### src/rtl/popcount_frame_accumulator.sv
`default_nettype none
// ============================================================================
// Module   : popcount_frame_accumulator
// Purpose  : Streams VECTOR_SIZE-bit beats, popcounts each beat and sums the
//            counts over an in_last-delimited frame. Emits one saturating
//            per-frame total (count, beats, overflow) held until accepted.
// Revision : 1.0 - initial release
// ============================================================================

// ----------------------------------------------------------------------------
// Recursive tree popcount: split the vector in halves and add the sub-counts.
// ----------------------------------------------------------------------------
module popcount_frame_accumulator_pc #(
  parameter int W = 16
) (
  input  logic [W-1:0]      vec_i,
  output logic [$clog2(W):0] cnt_o
);

  generate
    if (W == 1) begin : g_leaf
      assign cnt_o = vec_i;
    end else begin : g_split
      localparam int H = W / 2;
      logic [$clog2(H):0] lo_cnt;
      logic [$clog2(H):0] hi_cnt;

      popcount_frame_accumulator_pc #(.W(H)) u_lo (
        .vec_i (vec_i[H-1:0]),
        .cnt_o (lo_cnt)
      );

      popcount_frame_accumulator_pc #(.W(W - H)) u_hi (
        .vec_i (vec_i[W-1:H]),
        .cnt_o (hi_cnt)
      );

      assign cnt_o = {1'b0, lo_cnt} + {1'b0, hi_cnt};
    end
  endgenerate

endmodule

// ----------------------------------------------------------------------------
// Frame accumulator top
// ----------------------------------------------------------------------------
module popcount_frame_accumulator #(
  parameter int VECTOR_SIZE = 16,
  parameter int ACC_WIDTH   = 16,
  parameter int BEAT_WIDTH  = 16
) (
  input  logic                   clk,
  input  logic                   rst_n,
  input  logic                   in_valid,
  output logic                   in_ready,
  input  logic [VECTOR_SIZE-1:0] in_vector,
  input  logic                   in_last,
  output logic                   out_valid,
  input  logic                   out_ready,
  output logic [ACC_WIDTH-1:0]   out_count,
  output logic [BEAT_WIDTH-1:0]  out_beats,
  output logic                   out_overflow
);

  localparam int PC_W = $clog2(VECTOR_SIZE) + 1;

  typedef enum logic [0:0] {
    ACCUM = 1'b0,
    HOLD  = 1'b1
  } state_t;

  state_t                state_q;

  // Pipeline register between the popcount tree and the accumulators
  logic                  p_valid_q;
  logic [PC_W-1:0]       p_cnt_q;
  logic                  p_last_q;

  // Running frame totals
  logic [ACC_WIDTH-1:0]  acc_q;
  logic [BEAT_WIDTH-1:0] beats_q;
  logic                  ovf_q;

  // Registered result
  logic                  out_valid_q;
  logic [ACC_WIDTH-1:0]  out_count_q;
  logic [BEAT_WIDTH-1:0] out_beats_q;
  logic                  out_overflow_q;

  logic [PC_W-1:0]       beat_cnt;
  logic                  in_fire;
  logic [ACC_WIDTH:0]    acc_sum;
  logic [BEAT_WIDTH:0]   beats_sum;
  logic [ACC_WIDTH-1:0]  acc_d;
  logic [BEAT_WIDTH-1:0] beats_d;
  logic                  ovf_d;

  popcount_frame_accumulator_pc #(.W(VECTOR_SIZE)) u_pc (
    .vec_i (in_vector),
    .cnt_o (beat_cnt)
  );

  // Ready is blocked while a last beat sits in P so the next frame cannot
  // enter before the current one has moved into the output register.
  assign in_ready = rst_n && (state_q == ACCUM) && !(p_valid_q && p_last_q);
  assign in_fire  = in_valid && in_ready;

  // Saturating next values: add one bit wider and clamp on carry-out.
  always_comb begin
    acc_sum   = {1'b0, acc_q} + {{(ACC_WIDTH + 1 - PC_W){1'b0}}, p_cnt_q};
    beats_sum = {1'b0, beats_q} + {{BEAT_WIDTH{1'b0}}, 1'b1};
    acc_d     = acc_sum[ACC_WIDTH]    ? {ACC_WIDTH{1'b1}}  : acc_sum[ACC_WIDTH-1:0];
    beats_d   = beats_sum[BEAT_WIDTH] ? {BEAT_WIDTH{1'b1}} : beats_sum[BEAT_WIDTH-1:0];
    ovf_d     = ovf_q | acc_sum[ACC_WIDTH] | beats_sum[BEAT_WIDTH];
  end

  // Capture each accepted beat's popcount into the pipeline register.
  always_ff @(posedge clk) begin
    if (!rst_n) begin
      p_valid_q <= 1'b0;
      p_cnt_q   <= '0;
      p_last_q  <= 1'b0;
    end else begin
      p_valid_q <= in_fire;
      if (in_fire) begin
        p_cnt_q  <= beat_cnt;
        p_last_q <= in_last;
      end
    end
  end

  // Frame FSM: accumulate, publish on the last beat, hold until accepted.
  always_ff @(posedge clk) begin
    if (!rst_n) begin
      state_q        <= ACCUM;
      acc_q          <= '0;
      beats_q        <= '0;
      ovf_q          <= 1'b0;
      out_valid_q    <= 1'b0;
      out_count_q    <= '0;
      out_beats_q    <= '0;
      out_overflow_q <= 1'b0;
    end else begin
      case (state_q)
        ACCUM: begin
          if (p_valid_q && p_last_q) begin
            out_count_q    <= acc_d;
            out_beats_q    <= beats_d;
            out_overflow_q <= ovf_d;
            out_valid_q    <= 1'b1;
            acc_q          <= '0;
            beats_q        <= '0;
            ovf_q          <= 1'b0;
            state_q        <= HOLD;
          end else if (p_valid_q) begin
            acc_q   <= acc_d;
            beats_q <= beats_d;
            ovf_q   <= ovf_d;
          end
        end
        HOLD: begin
          if (out_valid_q && out_ready) begin
            out_valid_q <= 1'b0;
            state_q     <= ACCUM;
          end
        end
        default: begin
          state_q <= ACCUM;
        end
      endcase
    end
  end

  assign out_valid    = out_valid_q;
  assign out_count    = out_count_q;
  assign out_beats    = out_beats_q;
  assign out_overflow = out_overflow_q;

endmodule
`default_nettype wire

### config.mk
export PLATFORM = sky130hd
export DESIGN_NAME = popcount_frame_accumulator
export DESIGN_NICKNAME = d
export VERILOG_FILES = /design/src/rtl/popcount_frame_accumulator.sv
export SDC_FILE = /design/constraint.sdc
export NUM_CORES = 1
export LEC_CHECK = 0
export CORE_AREA = 2 2 79 111
export CTS_CLUSTER_DIAMETER = 150
export CTS_CLUSTER_SIZE = 20
export DETAILED_ROUTE_END_ITERATION = 6
export DIE_AREA = 0 0 81 113
export PLACE_DENSITY_LB_ADDON = 0.25
export SLEW_MARGIN = 20
export SYNTH_ARGS = -nofsm -noshare
export SYNTH_HDL_FRONTEND = slang
export SYNTH_SLANG_ARGS = --single-unit
### constraint.sdc
create_clock -name clk -period 3.9 [get_ports clk]
set_input_delay 1.17 -clock clk [delete_from_list [all_inputs] [get_ports clk]]
set_output_delay 1.17 -clock clk [all_outputs]
set_load 0.1 [all_outputs]
======== Word level (Yosys, flattened, before mapping) ========
Cells that the tools add are included.
storage, ports and cells
  bits in registers ....................... 75
  input port bits ......................... 21
  output and inout port bits .............. 35
  logic and storage cells ................. 57
operators by class
  $add $sub $neg .......................... 17
  equal/unequal tests ..................... 2
  multiplexer cells ....................... 14
  bitwise gates (word level) .............. 3
  reduce and logical (&&, ||, !) cells .... 10
operators by type and width
  cell                                                                      count
  16-bit 2-to-1 mux                                                         6
  16-bit by 1-bit adder with 17-bit output (second input constant)          1
  16-bit by 5-bit adder with 17-bit output                                  1
  1-bit by 1-bit adder with 2-bit output                                    8
  2-bit by 2-bit adder with 3-bit output                                    4
  3-bit by 3-bit adder with 4-bit output                                    2
  1-bit 2-to-1 mux                                                          6
  2-bit AND reduction                                                       3
  4-bit by 4-bit adder with 5-bit output                                    1
  1-bit logical AND                                                         5
  2-bit by 1-bit inequality test with 1-bit output (second input constant)  2
  1-bit one-hot mux with 2 select lines                                     2
  1-bit bitwise OR                                                          2
  2-bit nonzero test                                                        1
  1-bit logical NOT                                                         1
  1-bit NOT                                                                 1

======== Depth between registers and ports, before layout ========
Gate-level depths: netlist (run 1).
  depth in word-level cells ............... 5
  gate-level depth with buffers ........... 13
  gate-level depth less buffers ........... 13

======== Hierarchy ========
From an unflattened synthesis (run 1), not the netlist that was laid out.
unflattened totals
  cells, all modules ...................... 532
  area total of the unflattened synthesis .. 4360.4 µm²
by module, submodules not included
  module                                                                                         times used  cells an instance  area each (µm²)  sequential area each (µm²)
  popcount_frame_accumulator                                                                     1           440                3608.5           1501.4
  popcount_frame_accumulator_pc at u_pc.g_split.u_hi.g_split.u_hi ...                            4           7                  51.3             0.0
  popcount_frame_accumulator_pc at u_pc.g_split.u_hi ...                                         2           12                 95.1             0.0
  popcount_frame_accumulator_pc at u_pc                                                          1           16                 136.4            0.0
  popcount_frame_accumulator_pc at u_pc.g_split.u_hi.g_split.u_hi.g_split.u_hi.g_split.u_hi ...  16          1                  7.5              0.0
  popcount_frame_accumulator_pc at u_pc.g_split.u_hi.g_split.u_hi.g_split.u_hi ...               8           1                  12.5             0.0

======== Least setup slack after synthesis (run 1) ========
OpenSTA, ideal clock, no wires.
  path type ............................... input to register
  start ................................... input in_vector[0]
  end ..................................... register p_cnt_q[4]
  setup time .............................. 0.132 ns
  arrival time ............................ 4.050 ns
  required time ........................... 3.768 ns
  slack ................................... -0.282 ns
  stages on the path ...................... 11
  path buffers ............................ 0
  cells stage by stage .................... inv_1 fa_1 fa_1 fa_1 fa_1 inv_1 ha_1 fa_1 a21o_1 nand3_1 a21oi_1
on the way
  cells in the longest elaborated chain, start to end .. 4
RTL lines
  what                                    RTL line  RTL
  start: declaration                      56        input logic [VECTOR_SIZE-1:0] in_vector,
  1-bit by 1-bit adder with 2-bit output  38        assign cnt_o = {1'b0, lo_cnt} + {1'b0, hi_cnt};
  2-bit by 2-bit adder with 3-bit output  38
  3-bit by 3-bit adder with 4-bit output  38
  4-bit by 4-bit adder with 5-bit output  38
  end signal: assignment                  126       p_cnt_q <= beat_cnt;
  end: declaration                        76        logic [PC_W-1:0] p_cnt_q;
Every way passes these cells.
A chain may end at the register's enable or synchronous reset.

======== Worst setup path in the final report (run 1) ========
  start ................................... input in_vector[11]
  end ..................................... register p_cnt_q[4]
The elaborated chain is that of the path after synthesis.

==> results of run 1 <==
==> state kept, by name, summed over array words and instances (netlist names) <==
name / flops
acc_q: 16
beats_q: 16
out_beats: 16
out_count: 16
out_overflow: 1
out_valid: 1
ovf_q: 1
p_cnt_q: 5
p_last_q: 1
p_valid_q: 1
state_q: 1
==> timing repair <==
item / in CTS / in global routing
resized for setup: 36 / 6
pin swaps: 11 / 8
endpoints found under the setup margin: 5 / 4
==> cell usage after synthesis, types with 2 or more instances <==
| cell type | n |
|---|---|
| sky130_fd_sc_hd__fa_1 | 11 |
| sky130_fd_sc_hd__inv_2 | 2 |
| sky130_fd_sc_hd__xor2_1 | 11 |
| sky130_fd_sc_hd__nand3_1 | 18 |
| sky130_fd_sc_hd__nor2_1 | 29 |
| sky130_fd_sc_hd__ha_1 | 11 |
| sky130_fd_sc_hd__nand2_1 | 38 |
| sky130_fd_sc_hd__a311oi_1 | 4 |
| sky130_fd_sc_hd__buf_2 | 7 |
| sky130_fd_sc_hd__and4_2 | 2 |
| sky130_fd_sc_hd__nand4_1 | 5 |
| sky130_fd_sc_hd__o221a_2 | 2 |
| sky130_fd_sc_hd__xnor2_1 | 10 |
| sky130_fd_sc_hd__a211oi_1 | 6 |
| sky130_fd_sc_hd__o21ai_0 | 42 |
| sky130_fd_sc_hd__buf_4 | 4 |
| sky130_fd_sc_hd__and4_1 | 5 |
| sky130_fd_sc_hd__a21oi_1 | 46 |
| sky130_fd_sc_hd__clkbuf_1 | 8 |
| sky130_fd_sc_hd__nor3_1 | 18 |
| sky130_fd_sc_hd__and2_1 | 3 |
| sky130_fd_sc_hd__a22oi_1 | 3 |
| sky130_fd_sc_hd__o21ai_1 | 4 |
| sky130_fd_sc_hd__a21o_1 | 11 |
| sky130_fd_sc_hd__a31oi_1 | 12 |
| sky130_fd_sc_hd__nor2_2 | 2 |
| sky130_fd_sc_hd__or3_1 | 2 |
| sky130_fd_sc_hd__nand2b_4 | 2 |
| sky130_fd_sc_hd__mux2i_1 | 4 |
| sky130_fd_sc_hd__inv_1 | 23 |
| sky130_fd_sc_hd__and3_1 | 8 |
| sky130_fd_sc_hd__dfxtp_1 | 75 |
| sky130_fd_sc_hd__buf_6 | 2 |
| sky130_fd_sc_hd__a22o_1 | 3 |
==> through the flow <==
step | total power [mW] | TNS, ps
after floorplan | 1.10 | -797
after global placement | 1.21 | -3160
after detailed placement | 1.23 | -3440
after CTS | 2.02 | -222
after global routing | 2.14 | -508
final | 2.03 | -195
==> worst paths after layout <==
| kind | start | to | slack [ps] | cells after the start |
|---|---|---|---|---|
| setup / recovery | in_vector[11] | p_cnt_q[4]$_SDFFE_PN0P_ | -90 | 12 |
| hold / removal | out_beats[0]$_SDFFE_PN0P_ | out_beats[0]$_SDFFE_PN0P_ | 460 | 2 |
| setup reg to reg | p_cnt_q[0]$_SDFFE_PN0P_ | out_count[15]$_SDFFE_PN0P_ | 1480 | 7 |
| hold reg to reg | out_beats[0]$_SDFFE_PN0P_ | out_beats[0]$_SDFFE_PN0P_ | 460 | 2 |
==> logic make-up after synthesis <==
group                    Yosys count
XOR/XNOR                          21
AO/OA/AOI/OAI                    142
adder cells (fa/ha/maj)           22
AND/OR/NAND/NOR                  148
multiplexers                       5
flip-flops                        75
buffers and inverters             47
==> critical path: stages <==
cell and delay (ps):
sky130_fd_sc_hd__buf_6 90, sky130_fd_sc_hd__fa_1 520, sky130_fd_sc_hd__inv_1 50, sky130_fd_sc_hd__fa_1 510, sky130_fd_sc_hd__fa_2 450, sky130_fd_sc_hd__fa_1 510
sky130_fd_sc_hd__inv_2 50, sky130_fd_sc_hd__ha_4 160, sky130_fd_sc_hd__fa_2 380, sky130_fd_sc_hd__a21o_1 180, sky130_fd_sc_hd__nand3_2 80, sky130_fd_sc_hd__a21oi_2 50
==> layout make-up <==
| type | count | area [um2] | share of cell area |
|---|---|---|---|
| clock buffers | 13 | 270 | 0.0558 |
| clock inverters | 2 | 10.0 | 0.00207 |
| inverters | 25 | 93.8 | 0.0194 |
| multi-input cells | 338 | 2310 | 0.477 |
| flip-flops and latches | 75 | 1500 | 0.310 |
| well taps | 102 | 128 | 0.0264 |
| repair buffers | 62 | 527 | 0.109 |
==> layer usage <==
| layer | wire length [um] | up-vias | part of all wire | global-route usage |
|---|---|---|---|---|
| li1 | - | 1743 | - | - |
| met1 | 4060 | 1667 | 0.41 | 0.263 |
| met2 | 5130 | 75 | 0.52 | 0.379 |
| met3 | 365 | 22 | 0.037 | 0.0622 |
| met4 | 272 | 0 | 0.028 | 0.115 |
| met5 | 0 | - | 0 | 0 |
==> report_power, final <==
group	internal, mW	leakage, nW	switching (mW)	total (mW)
sequential	0.789	0.606	0.0174	0.807
clock	0.477	0.141	0.303	0.780
combinational	0.192	1.20	0.252	0.444
==> results_tabular.tex, run 1 <==
\begin{tabular}{lr}
\hline
Metric & Value \\
\hline
\multicolumn{2}{l}{\textbf{Global route}} \\
\quad Final global-route overflow total & 0 \\
\quad Global routing usage summed across all routing layers & 0.228 \\
\quad Number of global-route vias before repair & 3515 \\
\quad Wire length of the first global-routing pass & 16100 um \\
\quad Pin count of the biggest net entering global routing & 32 \\
\quad Number of antenna violations at the first check in global routing & 0 \\
\multicolumn{2}{l}{\textbf{Synth}} \\
\quad Top cells by area, synth & sky130\_fd\_sc\_hd\_\_dfxtp\_1, sky130\_fd\_sc\_hd\_\_a21oi\_1, sky130\_fd\_sc\_hd\_\_fa\_1, sky130\_fd\_sc\_hd\_\_o21ai\_0, sky130\_fd\_sc\_hd\_\_nand2\_1 \\
\quad Synth warnings & 0 \\
\quad Library cell with the largest summed area after synthesis & sky130\_fd\_sc\_hd\_\_dfxtp\_1 \\
\quad Sequential cell area fraction in the yosys report & 0.377 \\
\quad Async S/R FF share, synth & 0 \\
\quad Mux share of post-synthesis cell area & 0.0129 \\
\quad Number of instances in the synthesized netlist & 460 \\
\quad Number of distinct library cell variants in the gate-level netlist after synthesis & 61 \\
\quad Netlist area before placement & 3990 um2 \\
\quad Main combinational cell family by area after synthesis & compound AO/OA/AOI/OAI gates \\
\quad Post-synthesis sequential element count & 75 \\
\quad Top FF cell, synth & sky130\_fd\_sc\_hd\_\_dfxtp\_1 \\
\quad Top-area cell type share of the netlist area & 0.377 \\
\quad Count of flip-flops with a built-in enable after synthesis & 0 \\
\quad Post-synthesis xor/xnor area fraction & 0.0462 \\
\quad Number of nets in the synthesized netlist & 503 \\
\quad Simple-Gate Fraction of Synth Area & 0.208 \\
\quad Adder and majority gate portion of the synthesized area & 0.0898 \\
\quad Area fraction in compound gates after synthesis & 0.213 \\
\quad Syn avg cell area & 8.66 um2 \\
\multicolumn{2}{l}{\textbf{Route}} \\
\quad Number of iterations in the first detailed-routing pass & 4 \\
\quad Avg Vias per Cell & 5.68 \\
\quad Total Wirelength & 9830 um \\
\quad Post-DR wirelength/cell & 15.9 um \\
\quad First DRT Iteration DRCs & 173 \\
\quad Post-detailed-route DRC marker count & 0 \\
\quad Number of nets with antenna violations after detailed routing & 0 \\
\quad Total number of vias & 3507 \\
\multicolumn{2}{l}{\textbf{Place}} \\
\quad Global placement routability congestion & 0.939 \\
\quad Placed wire-length estimate & 7020 um \\
\quad Area post-placement & 4560 um2 \\
\quad Placed cell count & 602 \\
\quad Placement Setup Slack & -797 ps \\
\quad Total of buffers placed on input and output ports & 55 \\
\multicolumn{2}{l}{\textbf{Floorplanning}} \\
\quad Starting Density & 0.492 \\
\quad Io pins & 56 \\
\quad Die area & 9150 um2 \\
\quad Number of standard-cell rows in the floorplan & 39 \\
\quad Standard cell core area & 8100 um2 \\
\quad Die outline height & 113 um \\
\quad Die Width & 81 um \\
\multicolumn{2}{l}{\textbf{STA}} \\
\quad Final number of setup-violating endpoints & 3 \\
\quad Final critical-path share of the clock period & 1.02 \\
\quad Final hold violations & 0 \\
\quad Clock tree skew after final layout & 3.98 ps \\
\quad Final worst path period need & 3990 ps \\
\quad Min Hold Slack & 459 ps \\
\quad RSZ-0062 raised after global routing & true \\
\quad Fmax & 0.250 GHz \\
\quad Transition at the pin with the smallest max-transition slack & 982 ps \\
\quad Slew margin rel. & 0.343 \\
\quad Post-route worst setup slack & -93.4 ps \\
\quad Max Slew Vio Count & 0 \\
\multicolumn{2}{l}{\textbf{Cells and area}} \\
\quad Final standard cell utilization of the core & 0.598 \\
\quad Final net count & 554 \\
\quad Layout cells sized above 1 & 0.165 \\
\quad Most common cell after layout, fill and taps aside & sky130\_fd\_sc\_hd\_\_dfxtp\_1 \\
\quad Most frequent cells in the layout & sky130\_fd\_sc\_hd\_\_dfxtp\_1, sky130\_fd\_sc\_hd\_\_a21oi\_1, sky130\_fd\_sc\_hd\_\_o21ai\_0, sky130\_fd\_sc\_hd\_\_nand2\_1, sky130\_fd\_sc\_hd\_\_nor2\_1 \\
\quad Layout area overhead & 21.5\% \\
\quad Count of filler cells inserted in the layout & 740 \\
\quad Number of non-filler instances in the completed layout & 617 \\
\quad Antenna Diode Count & 0 \\
\quad Area of all placed cells without fillers & 4840 um2 \\
\multicolumn{2}{l}{\textbf{Power and ir drop}} \\
\quad Worst vdd rail ir drop & 0.277 mV \\
\quad Power per standard cell area & 419 nW/um2 \\
\quad Leakage & 1.95 nW \\
\multicolumn{2}{l}{\textbf{Clocking}} \\
\quad Maximum clock path buffer count & 2 \\
\quad CTS tree & yes \\
\quad Clock slew at reported path FFs & 50 ps \\
\quad Cell at the root of the clock tree & sky130\_fd\_sc\_hd\_\_clkbuf\_16 \\
\quad Post-CTS Setup Bufs & 0 \\
\quad Number of buffers created by CTS & 9 \\
\quad Insertion delay to the later sink of the worst-skew pair & 340 ps \\
\quad Number of clock sinks seen by CTS & 75 \\
\quad CTS H-tree lvls & 3 \\
\quad Number of buffers added to fix hold violations after cts & 0 \\
\multicolumn{2}{l}{\textbf{Critical path}} \\
\quad Critical path class & input port to register \\
\quad Element type at the critical path start & input port \\
\quad Data arrival, critical path & 4210 ps \\
\quad Largest fanout on the critical path & 2 \\
\quad CP Data Required Time & 4110 ps \\
\quad Critical path capture point type & register \\
\multicolumn{2}{l}{\textbf{Flow run}} \\
\quad Max-cap violations & 0 \\
\multicolumn{2}{l}{\textbf{Status}} \\
\quad Result of the run & finished with violations \\
\quad Violations in the final reports & setup timing \\
\multicolumn{2}{l}{\textbf{Min path}} \\
\quad Hold Crit Class & register to register \\
\hline
\end{tabular}
No activity file was read; power rests on OpenSTA's default activity.
==> run 2, diff against run 1 <==
- CORE_AREA: 2 2 79 111 -> 2 2 82 116
- DIE_AREA: 0 0 81 113 -> 0 0 84 118
- SYNTH_HIERARCHICAL: not set -> 1
==> results_tabular.tex, run 2 <==
\begin{tabular}{lr}
\hline
Metric & Value \\
\hline
\multicolumn{2}{l}{\textbf{Critical path}} \\
\quad Critical path class & input port to register \\
\quad Slowest cell delay on critical path & 520 ps (about the same) \\
\quad CP Data Required Time & 4170 ps (+60 ps) \\
\quad Critical path capture point type & register \\
\quad Ordered list of cells on the worst path & dlymetal6s2s\_1 > ha\_1 > ha\_2 > inv\_2 > fa\_1 > inv\_2 > inv\_2 > fa\_1 > inv\_2 > ha\_4 > a21o\_1 > a21oi\_2 > xnor2\_1 > nand3\_1 > a21boi\_1 \\
\quad Critical Path Slowest Stage Cell & sky130\_fd\_sc\_hd\_\_fa\_1 \\
\quad Largest fanout on the critical path & 2 (unchanged) \\
\quad Crit-path most repeated cell & sky130\_fd\_sc\_hd\_\_inv\_2 \\
\quad Data arrival, critical path & 3840 ps (-370 ps) \\
\quad Element type at the critical path start & input port \\
\multicolumn{2}{l}{\textbf{Clocking}} \\
\quad Maximum clock path buffer count & 2 (unchanged) \\
\quad CTS H-tree lvls & 3 (unchanged) \\
\quad Clock slew at reported path FFs & 60 ps (about the same) \\
\quad Number of clock sinks seen by CTS & 75 (unchanged) \\
\quad Insertion delay to the later sink of the worst-skew pair & 330 ps (about the same) \\
\quad CTS tree & yes \\
\quad Cell at the root of the clock tree & sky130\_fd\_sc\_hd\_\_clkbuf\_16 \\
\quad Number of buffers created by CTS & 9 (unchanged) \\
\multicolumn{2}{l}{\textbf{STA}} \\
\quad Fmax & 0.280 GHz (+12\%) \\
\quad Post-route worst setup slack & 331 ps (+424 ps) \\
\quad Max Slew Vio Count & 0 (unchanged) \\
\quad RSZ-0062 raised after global routing & false \\
\quad Slew margin rel. & 0.336 (-0.00744) \\
\quad Final number of setup-violating endpoints & 0 (-3) \\
\quad Final critical-path share of the clock period & 0.915 (-0.109) \\
\quad Clock tree skew after final layout & 7.59 ps (+3.60 ps) \\
\quad Final worst path period need & 3570 ps (-424 ps) \\
\quad Final hold violations & 0 (unchanged) \\
\quad Transition at the pin with the smallest max-transition slack & 993 ps (+11.1 ps) \\
\multicolumn{2}{l}{\textbf{Cells and area}} \\
\quad Layout area overhead & 20.2\% \\
\quad Most frequent cells in the layout & sky130\_fd\_sc\_hd\_\_dfxtp\_1, sky130\_fd\_sc\_hd\_\_o21ai\_0, sky130\_fd\_sc\_hd\_\_nand2\_1, sky130\_fd\_sc\_hd\_\_nor2\_1, sky130\_fd\_sc\_hd\_\_a21oi\_1 \\
\quad Area of all placed cells without fillers & 5240 um2 (+8.3\%) \\
\quad Layout cells sized above 1 & 0.141 (-0.0242) \\
\quad Count of filler cells inserted in the layout & 793 (+7.2\%) \\
\quad Most common cell after layout, fill and taps aside & sky130\_fd\_sc\_hd\_\_dfxtp\_1 \\
\quad Final net count & 621 (+12\%) \\
\quad Antenna Diode Count & 0 (unchanged) \\
\multicolumn{2}{l}{\textbf{Floorplanning}} \\
\quad Starting Density & 0.491 (-0.000638) \\
\quad Die Width & 84 um (+3.7\%) \\
\quad Io pins & 56 (unchanged) \\
\quad Die outline height & 118 um (+4.4\%) \\
\quad Die area & 9910 um2 (+8.3\%) \\
\quad Number of standard-cell rows in the floorplan & 41 (+5.1\%) \\
\quad Standard cell core area & 8870 um2 (+9.6\%) \\
\multicolumn{2}{l}{\textbf{Synth}} \\
\quad Syn avg cell area & 8.20 um2 (-5.4\%) \\
\quad Number of distinct library cell variants in the gate-level netlist after synthesis & 55 (-9.8\%) \\
\quad Number of nets in the synthesized netlist & 589 (+17\%) \\
\quad Library cell with the largest summed area after synthesis & sky130\_fd\_sc\_hd\_\_dfxtp\_1 \\
\quad Top FF cell, synth & sky130\_fd\_sc\_hd\_\_dfxtp\_1 \\
\quad Post-synthesis sequential element count & 75 (unchanged) \\
\quad Most frequently used cell type in the post-synthesis netlist & sky130\_fd\_sc\_hd\_\_dfxtp\_1 \\
\quad Top-area cell type share of the netlist area & 0.344 (-0.0324) \\
\quad Count of flip-flops with a built-in enable after synthesis & 0 (unchanged) \\
\quad Number of instances in the synthesized netlist & 532 (+16\%) \\
\quad Sequential cell area fraction in the yosys report & 0.344 (-0.0324) \\
\quad Synth warnings & 6 (+6) \\
\quad Netlist area before placement & 4360 um2 (+9.4\%) \\
\quad Async S/R FF share, synth & 0 (unchanged) \\
\quad Post-synth top cells & sky130\_fd\_sc\_hd\_\_dfxtp\_1, sky130\_fd\_sc\_hd\_\_o21ai\_0, sky130\_fd\_sc\_hd\_\_nand2\_1 \\
\quad Top cells by area, synth & sky130\_fd\_sc\_hd\_\_dfxtp\_1, sky130\_fd\_sc\_hd\_\_ha\_1, sky130\_fd\_sc\_hd\_\_o21ai\_0, sky130\_fd\_sc\_hd\_\_xnor2\_1, sky130\_fd\_sc\_hd\_\_nand2\_1 \\
\multicolumn{2}{l}{\textbf{Route}} \\
\quad Post-detailed-route DRC marker count & 0 (unchanged) \\
\quad Detailed-routed wire length on met3 & 497 um (+36\%) \\
\quad Total number of vias & 3823 (+9.0\%) \\
\quad Avg Vias per Cell & 5.66 (-0.36\%) \\
\quad Detail Route met2 WL & 5010 um (-2.4\%) \\
\quad Total Wirelength & 10300 um (+5.0\%) \\
\quad Top layer in use & met4 \\
\quad Post-DR wirelength/cell & 15.3 um (-4.0\%) \\
\quad Number of iterations in the first detailed-routing pass & 4 (unchanged) \\
\quad Number of nets with antenna violations after detailed routing & 0 (unchanged) \\
\quad First DRT Iteration DRCs & 275 (+59\%) \\
\quad Wire length on met1 & 4620 um (+14\%) \\
\multicolumn{2}{l}{\textbf{Global route}} \\
\quad Global routing usage summed across all routing layers & 0.218 (-0.00955) \\
\quad Number of antenna violations at the first check in global routing & 0 (unchanged) \\
\quad Number of global-route vias before repair & 3743 (+6.5\%) \\
\quad Wire length of the first global-routing pass & 17700 um (+10\%) \\
\quad Final global-route overflow total & 0 (unchanged) \\
\quad Pin count of the biggest net entering global routing & 51 (+59\%) \\
\multicolumn{2}{l}{\textbf{Power and ir drop}} \\
\quad Worst vdd rail ir drop & 0.421 mV (+52\%) \\
\quad Leakage & 2.18 nW (+12\%) \\
\quad Power per standard cell area & 411 nW/um2 (-1.9\%) \\
\multicolumn{2}{l}{\textbf{Place}} \\
\quad Placement Setup Slack & -457 ps (+340 ps) \\
\quad Global placement routability congestion & 0.868 (-7.6\%) \\
\quad Placed wire-length estimate & 7200 um (+2.6\%) \\
\quad Area post-placement & 4830 um2 (+5.9\%) \\
\quad Total of buffers placed on input and output ports & 55 (unchanged) \\
\multicolumn{2}{l}{\textbf{Status}} \\
\quad Result of the run & finished clean \\
\multicolumn{2}{l}{\textbf{Flow run}} \\
\quad Max-cap violations & 0 (unchanged) \\
\multicolumn{2}{l}{\textbf{Min path}} \\
\quad Hold Crit Class & register to register \\
\hline
\end{tabular}
==> run 2: cell count changes after synthesis, sizes merged, moves of 10 or more <==
cell and delta:
inv +15, clkbuf +16, xnor2 +11, a21oi -15, a21boi +12, ha +17
xor2 -10
==> run 2: per-stage QoR <==
| stage | TNS [ps] | total power, mW | hold WS [ps] | std cells | utilization |
|---|---|---|---|---|---|
| CTS | 0 | 2.15 | 462 | 674 | 0.583 |
| floorplan | 0 | 1.16 | 429 | 532 | - |
| detailed placement | -1480 | 1.28 | 444 | 657 | 0.544 |
| global placement | -1210 | 1.26 | 443 | 657 | 0.544 |
| finish | 0 | 2.16 | 457 | 675 | 0.591 |
| global route | 0 | 2.27 | 493 | 675 | 0.591 |
==> run 2: cell families (layout without fill, tap and decap cells) <==
group / after synthesis / after routing / share of synthesized area
AOI/OAI and AO/OA: 145 / 145 / 0.207
xor gates and xnor gates: 22 / 22 / 0.0442
adders and majority gates: 36 / 36 / 0.117
buffers and inverters: 84 / 120 / 0.0875
DFF: 75 / 75 / 0.344
muxes: 2 / 2 / 0.00459
and+or+nand+nor: 168 / 168 / 0.195
==> run 2: worst paths after layout <==
check | slack, ps | start | to | cells after the start
worst max-delay path | 330 | in_vector[3] | p_cnt_q[3]$_SDFFE_PN0P_ | 15
worst min-delay path | 460 | acc_q[4]$_SDFFE_PN0P_ | acc_q[4]$_SDFFE_PN0P_ | 2
worst max register to register | 1150 | p_cnt_q[0]$_SDFFE_PN0P_ | acc_q[7]$_SDFFE_PN0P_ | 7
worst min register to register | 460 | acc_q[4]$_SDFFE_PN0P_ | acc_q[4]$_SDFFE_PN0P_ | 2
==> run 2: what timing repair did <==
| action | in CTS | in global routing |
|---|---|---|
| resized for setup | 7 | 36 |
| buffers inserted | 2 | 1 |
| setup endpoints to repair | 3 | 4 |
| cloned | 0 | 0 |
| hold buffers | 0 | 0 |
| pin swaps | 11 | 25 |
==> run 2: per-layer routing <==
layer  GRT usage  vias up
li1            -     1932
met1       0.278     1779
met2       0.361      100
met3      0.0442       12
met4      0.0837        0
met5           0        -
==> run 2: cell type report <==
type	instances	area (um2)	area share
Timing Repair Buffer	65	628	0.120
Tap cell	107	134	0.0255
Multi-Input combinational cell	373	2530	0.483
Clock inverter	2	35.0	0.00668
Clock buffer	13	260	0.0497
Sequential cell	75	1500	0.286
Inverter	40	150	0.0286
==> run 2: critical path: cells and delay by family <==
| family | cells | cell delay [ps] |
|---|---|---|
| AOI/OAI and AO/OA | 3 | 460 |
| adders and majority gates | 5 | 1640 |
| xor gates and xnor gates | 1 | 130 |
| buffers and inverters | 5 | 360 |
| and+or+nand+nor | 1 | 80 |
==> run 2: power breakdown <==
group	internal [mW]	leakage, nW	switching [mW]	total (mW)
Combinational	0.228	1.43	0.292	0.520
Clock	0.526	0.146	0.301	0.827
Sequential	0.790	0.606	0.0180	0.808
